`src/rtl/beat_counter_pkg.sv`:
```
// Shared definitions for the 2-D frame beat counter: FSM encoding and a parameter legality check.
package beat_counter_pkg;

    typedef enum logic [1:0] {
        StIdle = 2'd0,
        StRun  = 2'd1,
        StDone = 2'd2
    } state_e;

    function automatic bit params_legal(
        input int unsigned pix_w,
        input int unsigned line_w,
        input int unsigned ppl,
        input int unsigned lines,
        input int unsigned min_pix,
        input int unsigned max_pix
    );
        longint unsigned pix_span;
        longint unsigned line_span;
        pix_span  = 64'(1) << pix_w;
        line_span = 64'(1) << line_w;
        return (min_pix <= max_pix) && (max_pix < ppl) && (64'(ppl) <= pix_span) &&
               (lines >= 1) && (64'(lines) <= line_span);
    endfunction

endpackage

```
`src/rtl/beat_wrap_counter.sv`:
```
// Up-counter that wraps to zero after reaching WRAP; also exposes its next-state value.
module beat_wrap_counter #(
    parameter int unsigned W    = 8,
    parameter int unsigned WRAP = 255
) (
    input  logic         clk,
    input  logic         reset,
    input  logic         en,
    input  logic         clr,
    output logic [W-1:0] count,
    output logic [W-1:0] count_nxt,
    output logic         at_wrap
);

    localparam logic [W-1:0] WrapVal = W'(WRAP);

    logic [W-1:0] count_q;
    logic [W-1:0] count_d;

    assign at_wrap = (count_q == WrapVal);

    always_comb begin
        count_d = count_q;
        if (clr) begin
            count_d = '0;
        end else if (en) begin
            count_d = at_wrap ? '0 : count_q + W'(1);
        end
    end

    always_ff @(posedge clk) begin
        if (reset) begin
            count_q <= '0;
        end else begin
            count_q <= count_d;
        end
    end

    assign count     = count_q;
    assign count_nxt = count_d;

endmodule

```
`src/rtl/frame_beat_counter.sv`:
```
// Pixel/line beat generator for the detector pipeline: run FSM, processing window and
// line/frame markers, all registered and aligned to the counter values.
module frame_beat_counter
    import beat_counter_pkg::*;
#(
    parameter int unsigned PIX_W           = 20,
    parameter int unsigned LINE_W          = 12,
    parameter int unsigned PIXELS_PER_LINE = 160,
    parameter int unsigned LINES           = 120,
    parameter int unsigned MINPIXEL        = 4,
    parameter int unsigned MAXPIXEL        = 128
) (
    input  logic              clk,
    input  logic              reset,
    input  logic              startCounterEn,
    input  logic              continuous,
    input  logic              stall,
    input  logic              abort,
    output logic              started,
    output logic              process,
    output logic [PIX_W-1:0]  pixelCounter,
    output logic [LINE_W-1:0] lineCounter,
    output logic              lineEnd,
    output logic              frameEnd,
    output logic              done
);

    if (!params_legal(PIX_W, LINE_W, PIXELS_PER_LINE, LINES, MINPIXEL, MAXPIXEL)) begin : g_bad_params
        $error("frame_beat_counter: illegal parameter combination");
    end

    localparam logic [PIX_W-1:0]  PixMin   = PIX_W'(MINPIXEL);
    localparam logic [PIX_W-1:0]  PixMax   = PIX_W'(MAXPIXEL);
    localparam logic [PIX_W-1:0]  PixLast  = PIX_W'(PIXELS_PER_LINE - 1);
    localparam logic [LINE_W-1:0] LineLast = LINE_W'(LINES - 1);

    state_e state_q, state_d;

    logic              pix_en, pix_clr, pix_wrap;
    logic              line_en, line_wrap;
    logic [PIX_W-1:0]  pix_nxt;
    logic [LINE_W-1:0] line_nxt;

    logic live_d;
    logic started_d, process_d, line_end_d, frame_end_d, done_d;
    logic started_q, process_q, line_end_q, frame_end_q, done_q;

    // Counters only move on a live RUN beat; anything leaving RUN returns them to zero.
    assign pix_en  = (state_q == StRun) && !stall && !abort;
    assign pix_clr = (state_d != StRun);
    assign line_en = pix_en && pix_wrap;

    beat_wrap_counter #(
        .W    (PIX_W),
        .WRAP (PIXELS_PER_LINE - 1)
    ) u_pix_cnt (
        .clk       (clk),
        .reset     (reset),
        .en        (pix_en),
        .clr       (pix_clr),
        .count     (pixelCounter),
        .count_nxt (pix_nxt),
        .at_wrap   (pix_wrap)
    );

    beat_wrap_counter #(
        .W    (LINE_W),
        .WRAP (LINES - 1)
    ) u_line_cnt (
        .clk       (clk),
        .reset     (reset),
        .en        (line_en),
        .clr       (pix_clr),
        .count     (lineCounter),
        .count_nxt (line_nxt),
        .at_wrap   (line_wrap)
    );

    always_ff @(posedge clk) begin
        if (reset) begin
            state_q     <= StIdle;
            started_q   <= 1'b0;
            process_q   <= 1'b0;
            line_end_q  <= 1'b0;
            frame_end_q <= 1'b0;
            done_q      <= 1'b0;
        end else begin
            state_q     <= state_d;
            started_q   <= started_d;
            process_q   <= process_d;
            line_end_q  <= line_end_d;
            frame_end_q <= frame_end_d;
            done_q      <= done_d;
        end
    end

    always_comb begin
        state_d = state_q;
        unique case (state_q)
            StIdle: begin
                if (!abort && startCounterEn) begin
                    state_d = StRun;
                end
            end
            StRun: begin
                if (abort) begin
                    state_d = StIdle;
                end else if (!stall && pix_wrap && line_wrap) begin
                    state_d = continuous ? StRun : StDone;
                end
            end
            StDone:  state_d = StIdle;
            default: state_d = StIdle;
        endcase
    end

    // A stalled beat re-shows the held indices with all markers masked, so each index
    // raises its markers exactly once: on the first non-stalled cycle it is shown.
    always_comb begin
        live_d      = (state_d == StRun) && !stall;
        started_d   = (state_d == StRun);
        done_d      = (state_d == StDone);
        process_d   = live_d && (pix_nxt >= PixMin) && (pix_nxt <= PixMax);
        line_end_d  = live_d && (pix_nxt == PixLast);
        frame_end_d = line_end_d && (line_nxt == LineLast);
    end

    assign started  = started_q;
    assign process  = process_q;
    assign lineEnd  = line_end_q;
    assign frameEnd = frame_end_q;
    assign done     = done_q;

endmodule

```
`config.mk`:
```
export PLATFORM = sky130hd
export DESIGN_NAME = frame_beat_counter
export DESIGN_NICKNAME = d
export VERILOG_FILES = /design/src/rtl/beat_counter_pkg.sv /design/src/rtl/beat_wrap_counter.sv /design/src/rtl/frame_beat_counter.sv
export SDC_FILE = /design/constraint.sdc
export NUM_CORES = 1
export LEC_CHECK = 0
export CORE_ASPECT_RATIO = 1.75
export CORE_MARGIN = 4
export CORE_UTILIZATION = 57
export CTS_CLUSTER_SIZE = 10
export DETAILED_ROUTE_END_ITERATION = 8
export HOLD_SLACK_MARGIN = 0.1
export PLACE_DENSITY_LB_ADDON = 0.2
export SYNTH_ARGS = -nofsm -noshare
export SYNTH_HDL_FRONTEND = slang
export SYNTH_SLANG_ARGS = --single-unit
```
`constraint.sdc`:
```
create_clock -name clk -period 5.4 [get_ports clk]
set_clock_uncertainty 0.2 [all_clocks]
set_input_delay 1.35 -clock clk [delete_from_list [all_inputs] [get_ports clk]]
set_output_delay 1.35 -clock clk [all_outputs]
set_load 0.02 [all_outputs]
```
==> metrics.md <==
| Metric | Value |
|---|---|
| Outcome | `finished, final reports clean` |
| Vias/cell | `a little over 6` |
| TNS Setup | `0 ns` |
| Proportion of layout cells with a drive suffix above 1 | `~7.6%` |
| DR vias | `approximately 2300` |
| Post-DP HPWL | `about 5000 um` |
| Post_cts resized | `0` |
| Clock power share | `between 40% and 50%` |
| Syn-to-layout area delta | `23.6%` |
| Initial antenna violation count | `0` |
| Ports | `between 40 and 50` |
| Routability Congestion | `roughly 0.92` |
| Setup violators final | `0` |
| Total number of H-tree levels | `2` |
| Worst slew pin tran | `0.667 ns` |
| Postcts setup bufs | `0` |
| Sw Ratio | `between 20% and 30%` |
| Tcrit/Tclk final | `73.7%` |
| Width of the die | `approximately 57 um` |
| Die footprint | `5310 sq um` |
| TritonCTS clock tree | `done` |
| Power per cell area | `about 200 nW/um^2` |
| Fillcell total | `around 310` |
| Final hold slack | `0.351 ns` |
| Post-Syn Area | `about 2400 sq um` |
| WS Path Type | `in -> reg` |
| Global route total overflow | `0` |
| Area of placed instances | `roughly 2800 sq um` |
| CTS Buffer Depth | `2` |
| Leakage | `roughly 0.00096 uW` |
| Num CTS Buffers | `5` |
| NumNets Final | `~340` |
| Yosys warning total | `0` |
| Maxcap violations | `0` |
| WP data required | `5.44 ns` |
| Clock Pin Slew Worst Setup and Hold Paths | `about 0.09 ns` |
| Hold path start | `u_line_cnt.count[1]$_SDFF_PP0_` |
| Main synth FF type | `dfxtp_1` |
| Starting Density | `between 60% and 70%` |
| Vias in the first global route | `2373` |
| Sequential area share after synthesis | `32.9%` |
| Post-route DRC | `0` |
| Flop2flop setup slack | `roughly 2.2 ns` |
| Clock Latency Late Sink | `around 0.30 ns` |
| Fin. max-slew vios | `0` |
| Most frequent cell after synthesis | `nor2_1` |
| Biggest area consumer among synthesized cells | `dfxtp_1` |
| R2R Path End | `u_pix_cnt.count[11]$_SDFF_PP0_` |
| VDD IR max | `0.187 mV` |
| Sequential Power Share | `around 48%` |
| Final Hold Fails | `0` |
| Largest net degree at the start of global routing | `14` |
| Final ANT Viol Nets | `0` |
| Setup crit start kind | `input pin` |
| Synth top area share | `32.9%` |
| Gr usage total | `around a quarter` |
| CTS Sinks | `39` |
| Diodes inserted | `0` |
| TritonRoute pass-1 iters | `5` |
| RSZ-0062 raised after global routing | `false` |
| Initial DRC Count | `~100` |
| Hold path depth | `2` |
| Synth area leaders | `dfxtp_1 (33%), xnor2_1 (7.7%), nor2_1 (7.1%)` |
| First-pass GRT wire length | `10900 um` |
| Cell row count | `30` |
| Hold path endpoint | `u_line_cnt.count[1]$_SDFF_PP0_` |
| Worst Path Max Fanout | `13` |
| Die height | `93.4 um` |
| Asr flop ratio synth | `0%` |
| Number of enable flip-flop cells after synthesis | `0` |
| Worst slack, placed | `1.16 ns` |
| Netlist cell types | `60` |
| Final worst setup slack | `approximately 1.4 ns` |
| Comb pwr share | `approximately 3.0%` |
| Max-Slew Margin vs Limit | `a little under three fifths` |
| Worst Reg-to-Reg Cells | `7` |
| Worst Hold Class | `reg -> reg` |
| Hold-fix buffers, CTS | `0` |
| Routed len/inst | `17.0 um` |
| Internal | `~480 uW` |
| Fmax | `approximately 0.25 GHz` |
| Post-Syn Area per Cell | `8.17 sq um` |
| CORE AREA | `approximately 3900 sq um` |
| CP Capture Type | `register` |
| CP arrival | `around 4.0 ns` |
| Syn nets | `about 300` |
| Gate Count Post-Synth | `around 290` |
| #FFs+latches synth | `39` |
| Top cell types by occurrence after synthesis | `nor2_1 (45), dfxtp_1 (39), nand2_1 (26), xnor2_1 (21), nor3_1 (17)` |
| Routed wire length | `~6400 um` |
| Port buffer count | `42` |
| Net Switching | `around 120 uW` |
| Root buffer cell | `clkbuf_8` |
| Post-layout util | `74.5%` |
| Final Critical Period | `3.98 ns` |
| Design area | `approximately 2900 sq um` |
| RR Startpoint | `u_pix_cnt.count[12]$_SDFF_PP0_` |
## critical path, cell delays in order
cell             delay [ns]
clkdlybuf4s50_1        0.52
nor4b_2                0.30
buf_4                  0.24
nand4_4                0.19
o41ai_1                0.44
o31a_1                 0.22
a21oi_1                0.09
nor4_1                 0.45
o211a_1                0.22
## sequential cells by signal, indices dropped and copies added, names as in the netlist
| name | flops |
|---|---|
| done | 1 |
| frameEnd | 1 |
| lineEnd | 1 |
| process | 1 |
| started | 1 |
| state_q | 2 |
| u_line_cnt.count | 12 |
| u_pix_cnt.count | 20 |
## through the flow
stage               power, uW  instances
floorplan                 305        291
global placement          313        369
detailed placement        313        369
CTS                       603        377
global route              618        377
finish                    601        377
## cells in the final DEF, fill, tap and decap left out, types with 5 or more instances in the layout
cell	n
nand2_1	26
clkdlybuf4s50_1	42
nand4_1	7
clkbuf_8	5
nor2_1	45
nand3_1	15
o21ai_0	6
inv_1	5
nor4_1	5
and4_1	5
dfxtp_1	39
nor3_1	17
and3_1	8
xor2_1	12
xnor2_1	21
## power by group through the flow
| stage | combinational (uW) | sequential, uW | clock [uW] |
|---|---|---|---|
| 2_1_floorplan | 8.98 | 296 | 0 |
| 3_3_place_gp | 17.6 | 295 | 0 |
| 5_1_grt | 18.7 | 289 | 310 |
| 4_1_cts | 17.7 | 289 | 297 |
| 3_5_place_dp | 17.6 | 295 | 0 |
| 6_report | 17.7 | 289 | 295 |
## cell families (layout without fill, tap and decap cells)
logic type / count (synthesis) / count (layout) / synth area share (%)
AND/OR/NAND/NOR: 159 / 159 / 37.8
buffers and inverters: 19 / 57 / 3.58
flip-flops: 39 / 39 / 32.9
XOR/XNOR: 33 / 33 / 12.2
multiplexers: 4 / 4 / 1.79
adder cells (fa/ha/maj): 2 / 2 / 1.05
AO/OA/AOI/OAI: 35 / 35 / 10.8
## layer usage
| metal | part of all wire [%] | vias up | global-route usage, % |
|---|---|---|---|
| met1 | 37 | 1059 | 26.8 |
| met4 | 4.3 | 0 | 14.9 |
| li1 | - | 1111 | - |
| met5 | 0 | - | 0 |
| met3 | 4.7 | 27 | 3.87 |
| met2 | 54 | 94 | 47.7 |
## how the worst max path moves through the flow
| stage | startpoint | to | slack, ns | cells after the start |
|---|---|---|---|---|
| after floorplan | stall | process$_SDFF_PP0_ | 1.91 | 8 |
| after detailed placement | stall | frameEnd$_SDFF_PP0_ | 1.16 | 8 |
| final | stall | frameEnd$_SDFF_PP0_ | 1.42 | 9 |
| after global placement | stall | frameEnd$_SDFF_PP0_ | 1.22 | 8 |
| after global routing | stall | frameEnd$_SDFF_PP0_ | 1.25 | 8 |
| after CTS | stall | frameEnd$_SDFF_PP0_ | 1.44 | 8 |
## layout make-up
type	instances	area [sq um]	area share, %
clock buffers	5	68.8	2.34
clock inverters	3	67.6	2.30
inverters	6	22.5	0.767
multi-input cells	233	1510	51.4
flip-flops and latches	39	781	26.6
well taps	48	60.1	2.04
repair buffers	43	428	14.6
(Power assumes the default switching activity.)
